**config.mk**
```make
export PLATFORM = sky130hd
export DESIGN_NAME = gpio_trace_capture
export DESIGN_NICKNAME = d
export VERILOG_FILES = /design/src/rtl/gpio_trace_pkg.sv /design/src/rtl/trace_fifo.sv /design/src/rtl/gpio_trace_capture.sv
export SDC_FILE = /design/constraint.sdc
export NUM_CORES = 2
export LEC_CHECK = 0
export CAP_MARGIN = 0
export CORE_AREA = 4 4 444 446
export DETAILED_ROUTE_END_ITERATION = 10
export DIE_AREA = 0 0 448 450
export SETUP_SLACK_MARGIN = 0.02
export SYNTH_ARGS = -nofsm -noshare
export SYNTH_HDL_FRONTEND = slang
export SYNTH_HIERARCHICAL = 1
export SYNTH_SLANG_ARGS = --single-unit
```
**constraint.sdc**
```tcl
create_clock -name clk -period 13.65 [get_ports clk]
set_input_delay 2.73 -clock clk [delete_from_list [all_inputs] [get_ports clk]]
set_output_delay 2.73 -clock clk [all_outputs]
set_load 0.02 [all_outputs]
```
**src/rtl/gpio_trace_pkg.sv**
```systemverilog
// Shared types and constants for the GPIO trace capture block.
// trace_rec_t gives the record layout at the default bus/timestamp widths.
package gpio_trace_pkg;

  localparam int DROP_CNT_W = 16;
  localparam logic [DROP_CNT_W-1:0] DROP_MAX = '1;

  typedef struct packed {
    logic [31:0] ts;
    logic [43:0] out;
    logic [43:0] oeb;
    logic        baseline;
    logic        wrapped;
  } trace_rec_t;

endpackage

```
**src/rtl/trace_fifo.sv**
```systemverilog
// Synchronous record FIFO with push/pop in the same cycle; the head is forced
// to zero while empty so the payload reads as zero after reset.
module trace_fifo #(
  parameter type T     = logic,
  parameter int  DEPTH = 16
) (
  input  logic clk,
  input  logic resetb_l,
  input  logic push_i,
  input  T     din_i,
  input  logic pop_i,
  output T     dout_o,
  output logic full_o,
  output logic empty_o
);

  localparam int AW = $clog2(DEPTH);

  logic [AW:0] wr_ptr_q, rd_ptr_q, count_q;
  T            mem_q [DEPTH];
  logic        do_push, do_pop;

  assign empty_o = (count_q == '0);
  assign full_o  = (wr_ptr_q[AW] != rd_ptr_q[AW]) &&
                   (wr_ptr_q[AW-1:0] == rd_ptr_q[AW-1:0]);
  assign do_pop  = pop_i && !empty_o;
  // A full FIFO still takes a push when a pop frees the head slot this cycle.
  assign do_push = push_i && (!full_o || do_pop);

  always_ff @(posedge clk or negedge resetb_l) begin
    if (!resetb_l) begin
      wr_ptr_q <= '0;
      rd_ptr_q <= '0;
      count_q  <= '0;
    end else begin
      if (do_push) wr_ptr_q <= wr_ptr_q + 1'b1;
      if (do_pop)  rd_ptr_q <= rd_ptr_q + 1'b1;
      case ({do_push, do_pop})
        2'b10:   count_q <= count_q + 1'b1;
        2'b01:   count_q <= count_q - 1'b1;
        default: count_q <= count_q;
      endcase
    end
  end

  always_ff @(posedge clk) begin
    if (do_push) mem_q[wr_ptr_q[AW-1:0]] <= din_i;
  end

  always_comb begin
    dout_o = '0;
    if (!empty_o) dout_o = mem_q[rd_ptr_q[AW-1:0]];
  end

endmodule

```
**src/rtl/gpio_trace_capture.sv**
```systemverilog
// GPIO output monitor: samples {oeb,out} each enabled cycle, timestamps every
// change and queues it as a record drained over a valid/ready stream.
module gpio_trace_capture
  import gpio_trace_pkg::*;
#(
  parameter int WIDTH    = 44,
  parameter int TS_WIDTH = 32,
  parameter int DEPTH    = 16
) (
  input  logic                  clk,
  input  logic                  resetb_l,
  input  logic                  enable,
  input  logic                  clear,
  input  logic [WIDTH-1:0]      gpio_out,
  input  logic [WIDTH-1:0]      gpio_oeb,
  output logic                  rec_valid,
  input  logic                  rec_ready,
  output logic [TS_WIDTH-1:0]   rec_ts,
  output logic [WIDTH-1:0]      rec_out,
  output logic [WIDTH-1:0]      rec_oeb,
  output logic                  rec_baseline,
  output logic                  rec_wrapped,
  output logic                  overflow,
  output logic [DROP_CNT_W-1:0] drop_count
);

  typedef struct packed {
    logic [TS_WIDTH-1:0] ts;
    logic [WIDTH-1:0]    out;
    logic [WIDTH-1:0]    oeb;
    logic                baseline;
    logic                wrapped;
  } rec_t;

  logic [TS_WIDTH-1:0]   ts_q, cur_ts_q;
  logic [2*WIDTH-1:0]    cur_q, prev_q;
  logic                  samp_v_q, base_q, armed_q;
  logic                  wrap_pend_q, wrap_pend_d;
  logic                  overflow_q, overflow_d;
  logic [DROP_CNT_W-1:0] drop_cnt_q, drop_cnt_d;
  logic                  push_req, pop, drop, wrap_evt, full, empty;
  rec_t                  rec_in, rec_head;

  assign push_req = samp_v_q && (base_q || (cur_q != prev_q));
  assign pop      = !empty && rec_ready;
  assign drop     = push_req && full && !pop;
  assign wrap_evt = enable && (ts_q == '1);

  always_comb begin
    rec_in          = '0;
    rec_in.ts       = cur_ts_q;
    rec_in.out      = cur_q[WIDTH-1:0];
    rec_in.oeb      = cur_q[2*WIDTH-1:WIDTH];
    rec_in.baseline = base_q;
    rec_in.wrapped  = wrap_pend_q;

    // A wrap landing with a push belongs to the next record, not this one.
    wrap_pend_d = wrap_pend_q;
    if (wrap_evt)      wrap_pend_d = 1'b1;
    else if (push_req) wrap_pend_d = 1'b0;

    overflow_d = overflow_q;
    drop_cnt_d = drop_cnt_q;
    if (drop) begin
      overflow_d = 1'b1;
      if (clear)                         drop_cnt_d = DROP_CNT_W'(1);
      else if (drop_cnt_q != DROP_MAX)   drop_cnt_d = drop_cnt_q + 1'b1;
    end else if (clear) begin
      overflow_d = 1'b0;
      drop_cnt_d = '0;
    end
  end

  always_ff @(posedge clk or negedge resetb_l) begin
    if (!resetb_l) begin
      ts_q        <= '0;
      cur_ts_q    <= '0;
      cur_q       <= '0;
      prev_q      <= '0;
      samp_v_q    <= 1'b0;
      base_q      <= 1'b0;
      armed_q     <= 1'b1;
      wrap_pend_q <= 1'b0;
      overflow_q  <= 1'b0;
      drop_cnt_q  <= '0;
    end else begin
      samp_v_q <= enable;
      if (enable) begin
        cur_q    <= {gpio_oeb, gpio_out};
        cur_ts_q <= ts_q;
        ts_q     <= ts_q + 1'b1;
        base_q   <= armed_q;
        armed_q  <= 1'b0;
      end else begin
        armed_q  <= 1'b1;
      end
      if (samp_v_q) prev_q <= cur_q;
      wrap_pend_q <= wrap_pend_d;
      overflow_q  <= overflow_d;
      drop_cnt_q  <= drop_cnt_d;
    end
  end

  trace_fifo #(
    .T     (rec_t),
    .DEPTH (DEPTH)
  ) u_fifo (
    .clk      (clk),
    .resetb_l (resetb_l),
    .push_i   (push_req),
    .din_i    (rec_in),
    .pop_i    (rec_ready),
    .dout_o   (rec_head),
    .full_o   (full),
    .empty_o  (empty)
  );

  assign rec_valid    = !empty;
  assign rec_ts       = rec_head.ts;
  assign rec_out      = rec_head.out;
  assign rec_oeb      = rec_head.oeb;
  assign rec_baseline = rec_head.baseline;
  assign rec_wrapped  = rec_head.wrapped;
  assign overflow     = overflow_q;
  assign drop_count   = drop_cnt_q;

endmodule
```
Word-level counts from Yosys, hierarchy flattened
Memories as Yosys holds them, arrays and structs flattened.
Cells that the tools add are included.
- register bits: 276
- output and inout bits: 140
- word-level logic and storage cells: 58
- memories: 1
- bits in writable memories: 1952
- bits of input ports: 93
- memory list (memory ; words ; width ; rd ports ; clocked after memory_dff ; write ports ; line ; text):
    u_fifo.mem_q ; 16 ; 122 ; 1 ; 0 ; 1 ; trace_fifo.sv:20 ; T mem_q [DEPTH];
- $add $sub $neg: 6
- reduce and logical (&&, ||, !) cells: 18
- equal/unequal tests: 7
- mux-type cells: 13
- operators with widths (operator ; count):
    122-bit two-way mux ; 1
    88-bit != test ; 1
    16-bit two-way mux ; 4
    32-bit by 1-bit adder with 32-bit output (second input constant) ; 1
    32-bit == test (second input constant) ; 1
    16-bit by 1-bit adder with 16-bit output (second input constant) ; 1
    16-bit != test (second input constant) ; 1
    5-bit by 1-bit adder with 5-bit output (second input constant) ; 3
    5-bit one-hot mux with 2 select lines ; 1
    2-bit nonzero test ; 4
    1-bit logical AND ; 7
    1-bit two-way mux ; 7
    5-bit zero test ; 1
    5-bit by 1-bit subtractor with 5-bit output (second input constant) ; 1
    4-bit == test ; 1
    1-bit zero test ; 3
    2-bit by 1-bit == test with 1-bit output (second input constant) ; 1
    2-bit == test (second input constant) ; 1
    1-bit logical OR ; 2
    2-bit AND reduction ; 1
    1-bit != test ; 1

Longest topological paths before layout
- depth in word-level cells: 7
- mapped depth: 16
- depth with buffers taken out: 14

By module
Netlist, hierarchy kept.
- by module, submodules not included (module ; sequential area each (um2) ; instances ; cells an instance ; area an instance (um2)):
    trace_fifo ; 58991.6 ; 1 ; 3089 ; 75064.5
    gpio_trace_capture ; 6532.5 ; 1 ; 853 ; 11284.6

Least setup slack after synthesis
No wires, ideal clock.
- path type: input-to-reg
- start point: input rec_ready
- end point: memory u_fifo/mem_q[2][0] (netlist name) (enable)
- arrival time: 11.698 ns
- required time: 12.898 ns
- path slack: 1.199 ns
- cell stages on the path: 4
- library setup time: 0.752 ns
- buffers on the path: 1
- cell sequence: a21boi_2 buf_4 o311ai_2 nor3_1
- longest elaborated chain between the ends: 5
- RTL lines (element ; line ; text):
    start, declared ; gpio_trace_capture.sv:17 ; input logic rec_ready,
    1-bit logical AND ; trace_fifo.sv:26 ; assign do_pop = pop_i && !empty_o;
    named net u_fifo.do_pop ; trace_fifo.sv:21 ; logic do_push, do_pop;
    1-bit logical OR ; trace_fifo.sv:28 ; assign do_push = push_i && (!full_o || do_pop);
    1-bit logical AND ; trace_fifo.sv:28 ;
    1-bit two-way mux ; trace_fifo.sv:47 ; if (do_push) mem_q[wr_ptr_q[AW-1:0]] <= din_i;
    1-bit two-way mux (not written as such) ; trace_fifo.sv:47 ;
    end, declared ; trace_fifo.sv:20 ;
The timed path passes the listed nets, and every way through them passes these cells.

Worst setup path in the final report
- start point: register u_fifo.rd_ptr_q[1]
- end point: output rec_out[7]
- longest elaborated chain between the ends: 2
- RTL lines (element ; line ; text):
    start, declared ; trace_fifo.sv:19 ; logic [AW:0] wr_ptr_q, rd_ptr_q, count_q;
    start signal, assigned ; trace_fifo.sv:37 ; if (do_pop) rd_ptr_q <= rd_ptr_q + 1'b1;
    memory read 16 x 122 bit ; -- ;
    122-bit two-way mux ; trace_fifo.sv:52 ; if (!empty_o) dout_o = mem_q[rd_ptr_q[AW-1:0]];
    end, declared ; gpio_trace_capture.sv:19 ; output logic [WIDTH-1:0] rec_out,
No other way between the ends.

==> qor.txt <==
Status -> completed
Area Overhead vs Synth -> 14.3%
Grt total ovfl -> 0
Reg2reg setup slack -> 7.59 ns
Worst-case vdd ir drop -> 0.187 mV
Routed WL -> 210 mm
Share of layout cells above drive strength 1 -> 25.4%
Largest net degree at the start of global routing -> 150
Final HPWL DP -> 108 mm
Crit path cell chain -> buf_12 -> buf_4 -> mux4_2 -> mux2i_1 -> o22ai_1 -> clkdlybuf4s50_1
Full die area -> 202000 µm²
Clk_lat worst skew -> 0.86 ns
Floorplan Core Area -> 193000 µm²
Lkg Pwr -> 32.5 nW
Via count -> 41000
Post-synth top area share -> 67.9%
Register area share after synthesis -> 75.9%
Crit path max-delay family -> buffers and inverters
Cells on Worst Hold Path -> 1
H-Tree Depth -> 4
Postcts setup bufs -> 0
Sw power -> 6.52 mW
Hold_buf cts -> 0
Share of the cycle needed by the critical path after routing -> 57.9%
1st-iter DRT viols -> 3733
Post-CTS resize count -> 0
Slowest cell on the critical path -> buf_4
DR WL/cell -> 30.0 µm
Max Cap Viol -> 0
First-pass GRT wire length -> 304 mm
Final worst slack -> 5.74 ns
Root Buffer -> clkbuf_16
Worst Tran Pin Value -> 1.25 ns
Hold Vio Cnt, Final -> 0
Int Pwr -> 14.4 mW
CTS tree -> yes
Clock power frac -> 28.6%
CTS buffer count -> 223
Clock Skew -> 0.0483 ns
Yosys warnings -> 6
Final Critical Period -> 7.91 ns
WP buf/inv -> 3
R2R cell count -> 11
Share of flip-flops with an asynchronous set or reset -> 12.4%
WHS -> 0.489 ns
GRT Overall Usage -> 20.9%
I/O pin cnt -> 233
Setup TNS -> 0 ns
Worst reg2reg startpoint -> cur_q[42]$_DFFE_PN0P_
Syn avg cell area -> 21.9 µm²
Vias in the first global route -> 42400
Setup crit end kind -> output port
Seq cells post-synth -> 2228
Num rows -> 161
Gate power share -> 29.9%
Slew Limit Fails -> 0
Critical path class -> reg -> out
Register Area -> 65500 µm²
Clock sinks -> 2228
Initial Util -> 44.8%
Final setup vio count -> 0
Die W -> 448 µm
Number of flops mapped to enable cells by yosys -> 1952
DRC -> 0
Ys flop type -> edfxtp_1
Fmax -> 126 MHz
Mapped Cells -> 3942
Area contributors post-synth -> edfxtp_1, mux4_2, dfrtp_1
Req. time, crit path -> 10.92 ns
CP Launch Type -> flip-flop
Critical path depth in cells -> 6
Die height -> 450 µm
CTS clk-pin slew, worst paths -> 0.06 ns
HP Class -> reg -> reg
Max FO, Critical Path -> 124
Initial antenna violation count -> 8
TritonRoute pass-1 iters -> 5
Post-DRT Antenna Nets -> 0
Buffers added on ports -> 232
Placer Congestion -> 0.759
RR Endpoint -> u_fifo/mem_q[5][34]$_DFFE_PP_
CTS max path bufs -> 3
Distinct cells, synth -> 64
Sw Ratio -> 31.2%
Relative slew slack -> 16.8%
Vias per Instance -> 5.85
Synth area leader -> edfxtp_1
Final Net Count -> 4380
P per Cell Area -> 212 nW/µm²
Cell area after synthesis -> 86300 µm²
Crit path capture -> rec_out[7]
Multi-input gate area -> 19600 µm²
Largest stage delay on the critical path -> 0.98 ns
Crit path from -> u_fifo/rd_ptr_q[1]$_DFFE_PN0P_
Dpl ws -> 6.38 ns
Seq pwr share -> 41.5%
Fin util -> 51.3%
RSZ-0062 raised after global routing -> false
Arr. time, crit path -> 5.18 ns
Layout fillers -> 15200
Syn_nets -> 4046
layer usage:
| layer | wire, µm | vias to the layer above | GRT usage, % |
|---|---|---|---|
| met5 | 13 | - | 0 |
| met4 | 5120 | 2 | 5.76 |
| met3 | 10400 | 265 | 3.43 |
| met2 | 104000 | 1105 | 34.3 |
| met1 | 90500 | 22500 | 29.4 |
| li1 | - | 17100 | - |
cell usage in the layout, fill, tap and decap left out, drive strengths merged, types with 4 or more instances in the layout:
cell type,count
nor3,13
xnor2,84
ha,11
nor4,9
mux4,488
clkdlybuf4s50,230
o311ai,6
inv,40
a2111o,5
nor2b,23
mux2,199
a21oi,11
nand4,23
o22ai,126
clkinvlp,7
edfxtp,1952
or2,4
nor2,26
diode,5
nand2b,31
xor2,18
dfrtp,275
o2111ai,8
nand2,41
clkbuf,317
and3,17
or4,11
nand3,27
o21ai,23
bufinv,13
clkinv,71
mux2i,245
o31ai,10
buf,85
kinds of logic after synthesis:
| group | share of synthesized area, % |
|---|---|
| fa+ha+maj | 0.159 |
| simple gates | 1.52 |
| flops | 75.9 |
| compound gates | 1.63 |
| buf+inv | 1.58 |
| mux | 18.2 |
| xor+xnor | 1.04 |
cell usage after synthesis, drive strengths merged (11+ instances only):
cell type  instances
edfxtp          1952
xnor2             84
and3              17
xor2              18
mux2             199
mux4             488
dfrtp            275
inv               27
o22ai            126
nand2b            31
nand2             41
buf              161
o21ai             23
ha                11
nand3             27
nor2              26
nor3              13
clkbuf            45
nor2b             23
mux2i            245
nand4             23
or4               11
a21oi             11
metrics by stage:
step / std cells / total power [mW] / area (µm²)
6_report: 7003 / 20.9 / 98700
5_1_grt: 7000 / 21.8 / 98700
4_1_cts: 6998 / 21.2 / 98700
3_5_place_dp: 6577 / 15.2 / 91500
3_3_place_gp: 6577 / 15.2 / 91500
2_1_floorplan: 3942 / 12.9 / 86300
power by group through the flow:
stage,clock network [mW],logic [mW],registers (mW)
after floorplan,0,4.22,8.72
after global placement,0,6.37,8.79
after detailed placement,0,6.37,8.83
after CTS,6.12,6.40,8.69
after global routing,6.42,6.63,8.76
final,5.99,6.26,8.69
layout make-up:
type                    instances  share of cell area (%)
repair buffers                315                    3.17
inverters                      27                   0.110
flip-flops and latches       2228                    66.4
clock buffers                 317                    6.26
multi-input cells            1481                    19.8
diodes                          5                  0.0127
well taps                    2526                    3.20
clock inverters               104                    1.03
sequential cells by signal, indices dropped and copies added (netlist names):
register / cells
ts_q: 32
armed_q: 1
wrap_pend_q: 1
u_fifo/count_q: 5
prev_q: 88
overflow: 1
u_fifo/mem_q: 1952
samp_v_q: 1
u_fifo/wr_ptr_q: 5
cur_q: 88
drop_count: 16
u_fifo/rd_ptr_q: 5
base_q: 1
cur_ts_q: 32
worst min path at each step:
stage                                       to  slack [ns]                 start
after floorplan           ts_q[17]$_DFFE_PN0P_        0.45  ts_q[17]$_DFFE_PN0P_
after global placement    ts_q[15]$_DFFE_PN0P_        0.47  ts_q[15]$_DFFE_PN0P_
after detailed placement  ts_q[17]$_DFFE_PN0P_        0.48  ts_q[17]$_DFFE_PN0P_
after CTS                 ts_q[17]$_DFFE_PN0P_        0.49  ts_q[17]$_DFFE_PN0P_
after global routing      ts_q[28]$_DFFE_PN0P_        0.51  ts_q[28]$_DFFE_PN0P_
final                     ts_q[17]$_DFFE_PN0P_        0.49  ts_q[17]$_DFFE_PN0P_
No activity file was read; power rests on OpenSTA's default activity.
